<file path="src/rtl/npc_pkg.sv">
// Shared types and helpers for the next-PC / branch prediction unit.
package npc_pkg;

    localparam logic [1:0] CTR_SNT = 2'b00;
    localparam logic [1:0] CTR_WNT = 2'b01;
    localparam logic [1:0] CTR_WT  = 2'b10;
    localparam logic [1:0] CTR_ST  = 2'b11;

    // Per-entry BTB state; tag and target live in width-parameterised arrays.
    typedef struct packed {
        logic       valid;
        logic [1:0] ctr;
    } btb_meta_t;

    function automatic logic [1:0] ctr_step(input logic [1:0] ctr, input logic up);
        if (up)
            return (ctr == CTR_ST) ? CTR_ST : ctr + 2'd1;
        else
            return (ctr == CTR_SNT) ? CTR_SNT : ctr - 2'd1;
    endfunction

endpackage

</file>
<file path="src/rtl/npc_btb.sv">
// Direct-mapped BTB storage: combinational lookup read, plus a read/write
// pair at the EX-side update index (read feeds the update policy).
module npc_btb
    import npc_pkg::*;
#(
    parameter int PC_W      = 32,
    parameter int BTB_DEPTH = 16,
    localparam int IDX_W    = $clog2(BTB_DEPTH),
    localparam int TAG_W    = PC_W - IDX_W
) (
    input  logic             i_clk,
    input  logic             i_rst_n,
    input  logic [IDX_W-1:0] i_lk_idx,
    output btb_meta_t        o_lk_meta,
    output logic [TAG_W-1:0] o_lk_tag,
    output logic [PC_W-1:0]  o_lk_target,
    input  logic [IDX_W-1:0] i_up_idx,
    output btb_meta_t        o_up_meta,
    output logic [TAG_W-1:0] o_up_tag,
    output logic [PC_W-1:0]  o_up_target,
    input  logic             i_wr_en,
    input  btb_meta_t        i_wr_meta,
    input  logic [TAG_W-1:0] i_wr_tag,
    input  logic [PC_W-1:0]  i_wr_target
);

    btb_meta_t        r_meta   [BTB_DEPTH];
    logic [TAG_W-1:0] r_tag    [BTB_DEPTH];
    logic [PC_W-1:0]  r_target [BTB_DEPTH];

    always_ff @(posedge i_clk or negedge i_rst_n) begin
        if (!i_rst_n) begin
            for (int i = 0; i < BTB_DEPTH; i++)
                r_meta[i] <= '{valid: 1'b0, ctr: CTR_SNT};
        end else if (i_wr_en) begin
            r_meta[i_up_idx] <= i_wr_meta;
        end
    end

    // Tag/target are qualified by valid, so they need no reset.
    always_ff @(posedge i_clk) begin
        if (i_wr_en) begin
            r_tag[i_up_idx]    <= i_wr_tag;
            r_target[i_up_idx] <= i_wr_target;
        end
    end

    assign o_lk_meta   = r_meta[i_lk_idx];
    assign o_lk_tag    = r_tag[i_lk_idx];
    assign o_lk_target = r_target[i_lk_idx];
    assign o_up_meta   = r_meta[i_up_idx];
    assign o_up_tag    = r_tag[i_up_idx];
    assign o_up_target = r_target[i_up_idx];

endmodule

</file>
<file path="src/rtl/npc_bp.sv">
// Next-PC unit: fetch PC register, BTB-based prediction, EX-stage branch
// resolution, mispredict redirect and BTB update policy.
module npc_bp
    import npc_pkg::*;
#(
    parameter int           PC_W      = 32,
    parameter int           BTB_DEPTH = 16,
    parameter logic [PC_W-1:0] RESET_PC = '0
) (
    input  logic            i_clk,
    input  logic            i_rst_n,
    input  logic            i_stall,
    output logic [PC_W-1:0] o_pc,
    output logic            o_pred_taken,
    output logic [PC_W-1:0] o_pred_npc,
    input  logic            i_ex_valid,
    input  logic [PC_W-1:0] i_ex_pc,
    input  logic [31:0]     i_ex_a,
    input  logic            i_ex_eq,
    input  logic            i_ex_j,
    input  logic            i_ex_jr,
    input  logic            i_ex_jal,
    input  logic            i_ex_beq,
    input  logic            i_ex_bne,
    input  logic            i_ex_blez,
    input  logic [PC_W-1:0] i_ex_index,
    input  logic [PC_W-1:0] i_ex_offset,
    input  logic            i_ex_pred_taken,
    input  logic [PC_W-1:0] i_ex_pred_npc,
    output logic            o_mispredict,
    output logic [PC_W-1:0] o_correct_npc
);

    localparam int IDX_W = $clog2(BTB_DEPTH);
    localparam int TAG_W = PC_W - IDX_W;

    logic [PC_W-1:0]  r_pc;
    btb_meta_t        w_lk_meta, w_up_meta, w_wr_meta;
    logic [TAG_W-1:0] w_lk_tag, w_up_tag;
    logic [PC_W-1:0]  w_lk_target, w_up_target, w_wr_target;
    logic             w_lk_hit, w_up_hit, w_wr_en;
    logic             w_cond, w_taken, w_xfer;
    logic [PC_W-1:0]  w_seq_npc, w_br_npc, w_correct_npc;
    logic             w_unused;

    // The mispredict check compares full next-PCs, so the piped taken bit is redundant.
    assign w_unused = i_ex_pred_taken;

    npc_btb #(.PC_W(PC_W), .BTB_DEPTH(BTB_DEPTH)) u_btb (
        .i_clk       (i_clk),
        .i_rst_n     (i_rst_n),
        .i_lk_idx    (r_pc[IDX_W-1:0]),
        .o_lk_meta   (w_lk_meta),
        .o_lk_tag    (w_lk_tag),
        .o_lk_target (w_lk_target),
        .i_up_idx    (i_ex_pc[IDX_W-1:0]),
        .o_up_meta   (w_up_meta),
        .o_up_tag    (w_up_tag),
        .o_up_target (w_up_target),
        .i_wr_en     (w_wr_en),
        .i_wr_meta   (w_wr_meta),
        .i_wr_tag    (i_ex_pc[PC_W-1:IDX_W]),
        .i_wr_target (w_wr_target)
    );

    assign w_lk_hit     = w_lk_meta.valid & (w_lk_tag == r_pc[PC_W-1:IDX_W]);
    assign o_pred_taken = w_lk_hit & w_lk_meta.ctr[1];
    assign o_pred_npc   = o_pred_taken ? w_lk_target : r_pc + PC_W'(1);
    assign o_pc         = r_pc;

    assign w_cond    = (i_ex_eq & i_ex_beq) | (~i_ex_eq & i_ex_bne)
                     | ((i_ex_eq | i_ex_a[31]) & i_ex_blez);
    assign w_xfer    = i_ex_j | i_ex_jr | i_ex_jal | i_ex_beq | i_ex_bne | i_ex_blez;
    assign w_taken   = i_ex_j | i_ex_jal | i_ex_jr | w_cond;
    assign w_seq_npc = i_ex_pc + PC_W'(1);
    assign w_br_npc  = w_seq_npc + i_ex_offset;

    always_comb begin
        if (i_ex_jr)
            w_correct_npc = i_ex_a[PC_W-1:0];
        else if (i_ex_j | i_ex_jal)
            w_correct_npc = i_ex_index;
        else if (w_cond)
            w_correct_npc = w_br_npc;
        else
            w_correct_npc = w_seq_npc;
    end

    assign o_correct_npc = w_correct_npc;
    assign o_mispredict  = i_ex_valid & (i_ex_pred_npc != w_correct_npc);

    // A hit on a non-control instruction means a stale alias: drop the entry.
    assign w_up_hit = w_up_meta.valid & (w_up_tag == i_ex_pc[PC_W-1:IDX_W]);

    always_comb begin
        w_wr_en     = 1'b0;
        w_wr_meta   = w_up_meta;
        w_wr_target = w_up_target;
        if (i_ex_valid) begin
            if (w_xfer && w_up_hit) begin
                w_wr_en       = 1'b1;
                w_wr_meta.ctr = ctr_step(w_up_meta.ctr, w_taken);
                if (w_taken)
                    w_wr_target = w_correct_npc;
            end else if (w_xfer && w_taken) begin
                w_wr_en     = 1'b1;
                w_wr_meta   = '{valid: 1'b1, ctr: CTR_WT};
                w_wr_target = w_correct_npc;
            end else if (!w_xfer && w_up_hit) begin
                w_wr_en         = 1'b1;
                w_wr_meta.valid = 1'b0;
            end
        end
    end

    always_ff @(posedge i_clk or negedge i_rst_n) begin
        if (!i_rst_n)
            r_pc <= RESET_PC;
        else if (o_mispredict)
            r_pc <= w_correct_npc;
        else if (!i_stall)
            r_pc <= o_pred_npc;
    end

endmodule

</file>
<file path="config.mk">
export PLATFORM = sky130hd
export DESIGN_NAME = npc_bp
export DESIGN_NICKNAME = d
export VERILOG_FILES = /design/src/rtl/npc_pkg.sv /design/src/rtl/npc_btb.sv /design/src/rtl/npc_bp.sv
export SDC_FILE = /design/constraint.sdc
export NUM_CORES = 2
export LEC_CHECK = 0
export CAP_MARGIN = 40
export CORE_MARGIN = 10
export CORE_UTILIZATION = 55
export DETAILED_ROUTE_END_ITERATION = 8
export PLACE_DENSITY = 0.74
export SLEW_MARGIN = 25
export SYNTH_ARGS = -nofsm -noshare
export SYNTH_HDL_FRONTEND = slang
export SYNTH_HIERARCHICAL = 1
export SYNTH_SLANG_ARGS = --single-unit
export TNS_END_PERCENT = 20
</file>
<file path="constraint.sdc">
create_clock -name i_clk -period 13.5 [get_ports i_clk]
set_clock_uncertainty 0.05 [all_clocks]
set_input_delay 2.7 -clock i_clk [delete_from_list [all_inputs] [get_ports i_clk]]
set_output_delay 2.7 -clock i_clk [all_outputs]
set_load 0.01 [all_outputs]
</file>
# Yosys cells after proc, flatten, opt, wreduce, memory -nomap -nowiden
# Memories as Yosys holds them, arrays and structs flattened.
# Cells that the tools add are included.
[word_totals]
ff_bits = 80
ramBits = 960
inputBits = 172
output_inout_bits = 98
memories = 2
[mem_list]
columns = ["name", "depth", "width", "read_ports", "rd_ports_with_merged_regs", "write_ports", "line_no", "text"]
rows = [
  ["u_btb.r_target", 16, 32, 1, 0, 1, "npc_btb.sv:29", "logic [PC_W-1:0] r_target [BTB_DEPTH];"],
  ["u_btb.r_tag", 16, 28, 2, 0, 1, "npc_btb.sv:28", "logic [TAG_W-1:0] r_tag [BTB_DEPTH];"],
]
[op_classes]
add_sub_neg = 5
order_cmp = 3
eq_ne = 8
mux = 34
bitwise_logic = 21
reduce_logical = 7
[ops]
columns = ["operator", "count"]
rows = [
  ["two-way mux 32 bit", 10],
  ["adder 32 x 1 -> 32 bit (second input constant)", 2],
  ["equality test 28 bit", 2],
  ["bitwise mux 48 bit", 1],
  ["adder 32 bit", 1],
  ["!= test 32 bit", 1],
  ["binary-select mux 3 bit (select 4 bit)", 2],
  ["two-way mux 3 bit", 6],
  ["demux 3 bit (select 4 bit)", 1],
  ["OR 1 bit", 11],
  [">= comparator 5 bit (second input constant)", 2],
  ["two-way mux 2 bit", 5],
  ["NOT 4 -> 5 bit", 2],
  ["two-way mux 1 bit", 9],
  ["bitwise AND 1 bit", 7],
  ["!= test 3 bit (second input constant)", 2],
  ["< comparator 5 x 1 -> 1 bit (second input constant)", 1],
  ["logical AND 1 bit", 4],
  ["AND reduction 4 bit", 1],
  ["adder 2 x 1 -> 2 bit (second input constant)", 1],
  ["equality test 2 bit (second input constant)", 1],
  ["logical NOT 2 bit", 1],
  ["!= test 2 x 1 -> 1 bit (second input constant)", 1],
  ["subtractor 2 x 1 -> 2 bit (second input constant)", 1],
  ["other kinds (3)", 3],
]

# Depth between registers and ports, before layout
[depth]
word_depth = 14
ltp_mapped = 22
mapped_depth_nobuf = 19

# Cells and area by module
# Netlist, hierarchy kept.
[by_module_without_submodules]
columns = ["mod", "n_inst", "cells_each", "area_per_inst_um2"]
rows = [
  ["npc_btb", 1, 2143, 45373.5],
  ["npc_bp", 1, 1238, 8632.0],
]

# Worst setup path before layout
# OpenSTA, ideal clock, no wires.
[synth_timing]
path_type = "input to output"
from = "input i_ex_pc[13]"
to = "output o_mispredict"
t_arrival_ps = 7413
required_time_ps = 10750
slack_ps = 3337
cell_stages = 22
path_buffers = 3
path_cell_list = "clkbuf_1 nand3_1 or4_1 nor3_1 and3_1 xnor2_1 inv_1 ha_1 clkbuf_1 nand2_1 or3_1 and3_1 a211oi_2 nor3_1 a2111oi_0 o311ai_0 a2111o_1 nor4_2 nand4b_2 o31ai_4 buf_4 inv_1"
[synth_between]
elab_chain_len = 7
[synth_lines]
columns = ["element", "line_no", "text"]
rows = [
  ["start, declared", "npc_bp.sv:17", "input logic [PC_W-1:0] i_ex_pc,"],
  ["adder 32 x 1 -> 32 bit (*)", "npc_bp.sv:75", "assign w_seq_npc = i_ex_pc + PC_W'(1);"],
  ["adder 32 bit", "npc_bp.sv:76", "assign w_br_npc = w_seq_npc + i_ex_offset;"],
  ["two-way mux 32 bit (*)", "npc_bp.sv:83", "else if (w_cond)"],
  ["two-way mux 32 bit (*)", "npc_bp.sv:81", "else if (i_ex_j | i_ex_jal)"],
  ["two-way mux 32 bit (*)", "npc_bp.sv:79", "if (i_ex_jr)"],
  ["!= test 32 bit (*)", "npc_bp.sv:90", "assign o_mispredict = i_ex_valid & (i_ex_pred_npc != w_correct_npc);"],
  ["bitwise AND 1 bit (*)", "npc_bp.sv:90", ""],
  ["end, declared", "npc_bp.sv:30", "output logic o_mispredict,"],
]
# Every way passes the cells marked *; elsewhere a longest branch is shown, timed or not.

# Worst setup path after layout
[layout_timing]
from = "input i_ex_pc[11]"
to = "output o_mispredict"
# Same word-level chain as after synthesis.

==> results.json <==
{
  "run_status": "finished, final reports clean",
  "cts_resized": 0,
  "cp.arrival_ns": 9.88,
  "drc": 0,
  "cts_tree": "done",
  "finalHoldViolations": 0,
  "grt_pass1_wl_mm": 259.8,
  "core_sq_um": 96990,
  "grt.met2_usage_pct": 49.92,
  "worst_pin_slew_ns": 0.9888,
  "slew_headroom_pct": 34.08,
  "synth_cells": 3374,
  "postCtsHoldBufs": 0,
  "p_leak_nw": 20.85,
  "crit_required_ns": 10.75,
  "use_met3_pct": 8.362,
  "cap_violations": 0,
  "cts_sinks": 1040,
  "cts_root_buffer": "clkbuf_16",
  "ios": 270,
  "numCtsBuffers": 104,
  "clk_pin_slew_ns": 0.06,
  "ir_worst_vdd_v": 0.0001212,
  "cts_setup_buffers": 0,
  "clockBufferDepth": 3,
  "period_share_pct": 93.53,
  "postLayoutCoreUtil_pct": 64.20,
  "first_global_vias": 36030,
  "path_class": "in -> out",
  "port_buffers": 268,
  "fmax_mhz": 79.20,
  "clock_latency_ns": 0.69,
  "gp_congestion": 0.9964,
  "die_w_um": 333.0,
  "critPathLaunchType": "input port",
  "wirelength_mm": 183.3,
  "regArea_sq_um": 30840,
  "start_util_pct": 55.57,
  "post-route-cell-area_sq_um": 62270,
  "cts_max_level": 3,
  "rsz0062_at_grt": "no",
  "end_kind": "primary output",
  "fp-row-count": 114,
  "syn_to_final_growth_pct": 15.54,
  "synth_nets": 3586,
  "p_per_area_nw_per_um2": 139.8,
  "fill_cells": 6713,
  "holdCritPathClass": "reg -> reg",
  "synth_area_per_cell_sq_um": 15.97,
  "place_area_sq_um": 58730,
  "multi_input_area_sq_um": 21860,
  "drtPass1Iterations": 6,
  "dieArea_sq_um": 110900,
  "final.setup.tns_ns": 0,
  "drt_iter0_drc": 5489,
  "top_usage_layer": "met2",
  "final-max-slew-violation-count": 0,
  "die_h_um": 333.0,
  "synth_area_sq_um": 53900,
  "vias": 36500,
  "path_max_fanout": 20,
  "grt_antenna_before_repair": 10,
  "viasPerCell": 7.217,
  "grt_use_met1_pct": 43.62,
  "layout.nets": 3897,
  "wl_per_cell_um": 36.24,
  "drive_above_1_share_pct": 25.52,
  "dp_hpwl_mm": 118.4,
  "min_period_ns": 12.63,
  "grt_max_degree": 107,
  "yosys_warnings": 6,
  "grtUsageTotal_pct": 32.46,
  "grt_overflow": 0,
  "final_antenna_net_count": 0,
  "setup_violations": 0
}
-- worst max-delay path: stages --
cell and delay (ns):
clkdlybuf4s50_1 0.45, buf_4 0.25, nand3_1 0.26, or4_1 0.60
nor4_1 0.39, nand2_1 0.14, xor2_1 0.24, inv_1 0.07
ha_1 0.42, nand2_1 0.09, o21ai_0 0.58, o31ai_1 0.25
a211oi_2 0.30, nor3_1 0.08, a2111oi_0 0.50, o311ai_0 0.29
a2111o_1 0.35, nor4_2 0.49, nand4b_2 0.33, o31ai_4 0.24
buf_4 0.25, inv_1 0.08, clkdlybuf4s50_1 0.48
-- path summary, 6_finish.rpt --
kind                                       from         endpoint  slack, ns  depth (start not counted)
worst min-delay path            u_btb/r_meta[0]  u_btb/r_meta[0]       0.43                          1
worst min register to register  u_btb/r_meta[0]  u_btb/r_meta[0]       0.43                          1
max in group asynchronous               i_rst_n          o_pc[1]      10.23                          2
min in group asynchronous               i_rst_n  u_btb/r_meta[3]       1.97                          1
worst max-delay path                i_ex_pc[11]     o_mispredict       0.87                         23
worst max register to register          o_pc[2]         o_pc[30]       7.70                         17
-- where the power goes --
group | leakage (nW) | switching (W) | internal (W)
clock network | 1.66 | 0.00123 | 0.00168
logic | 9.51 | 0.00114 | 0.000852
registers | 9.67 | 0.000136 | 0.00367
total | 20.9 | 0.00251 | 0.00619
-- placed cells by master (no fill, tap or decap), types with 11 or more instances in the layout --
| cell | instances |
|---|---|
| edfxtp_1 | 960 |
| mux4_2 | 500 |
| clkdlybuf4s50_1 | 263 |
| a22oi_1 | 256 |
| nand2_1 | 252 |
| buf_4 | 149 |
| clkbuf_16 | 107 |
| nor2_1 | 105 |
| a21oi_1 | 89 |
| xnor2_1 | 86 |
| xor2_1 | 83 |
| o21ai_0 | 80 |
| dfrtp_1 | 78 |
| mux2_2 | 67 |
| inv_1 | 57 |
| mux2i_1 | 49 |
| nand4_1 | 44 |
| nand3_1 | 39 |
| ha_1 | 39 |
| nor3_1 | 28 |
| clkbuf_1 | 25 |
| clkinv_1 | 24 |
| and3_1 | 22 |
| nor4_1 | 19 |
| a21o_1 | 14 |
| mux2_1 | 14 |
| clkinv_2 | 13 |
| a211oi_1 | 12 |
| nor2_4 | 12 |
| o22ai_1 | 11 |
| a31oi_1 | 11 |
| o211ai_1 | 11 |
| buf_12 | 11 |
-- area by class of cell --
| class | count | area share (%) |
|---|---|---|
| diodes | 8 | 0.03215 |
| multi-input cells | 2037 | 35.11 |
| flip-flops and latches | 1040 | 49.52 |
| inverters | 60 | 0.3737 |
| clock inverters | 56 | 0.9162 |
| clock buffers | 138 | 4.583 |
| well taps | 1276 | 2.564 |
| repair buffers | 442 | 6.898 |
-- sequential cells by signal, summed over array words and instances, names as in the netlist --
| register | cells |
|---|---|
| o_pc | 32 |
| u_btb/r_meta | 48 |
| u_btb/r_tag | 448 |
| u_btb/r_target | 512 |
-- routing by layer --
layer / part of all wire, % / vias to the layer above
li1: - / 14560
met1: 36 / 18680
met2: 46 / 2739
met3: 13 / 502
met4: 5.1 / 14
met5: 0.050 / -
-- through the flow --
stage	setup WS [ns]	std cells	hold slack [ns]	total power, W
6_report	0.8736	5057	0.4337	0.008704
5_1_grt	0.6211	5053	0.4603	0.008952
4_1_cts	1.022	5042	0.4324	0.008678
3_5_place_dp	1.107	4848	0.4220	0.005807
3_3_place_gp	1.144	4833	0.4209	0.005761
2_1_floorplan	3.337	3374	0.4028	0.005017
Note: power is estimated with default switching activity, not from simulation.
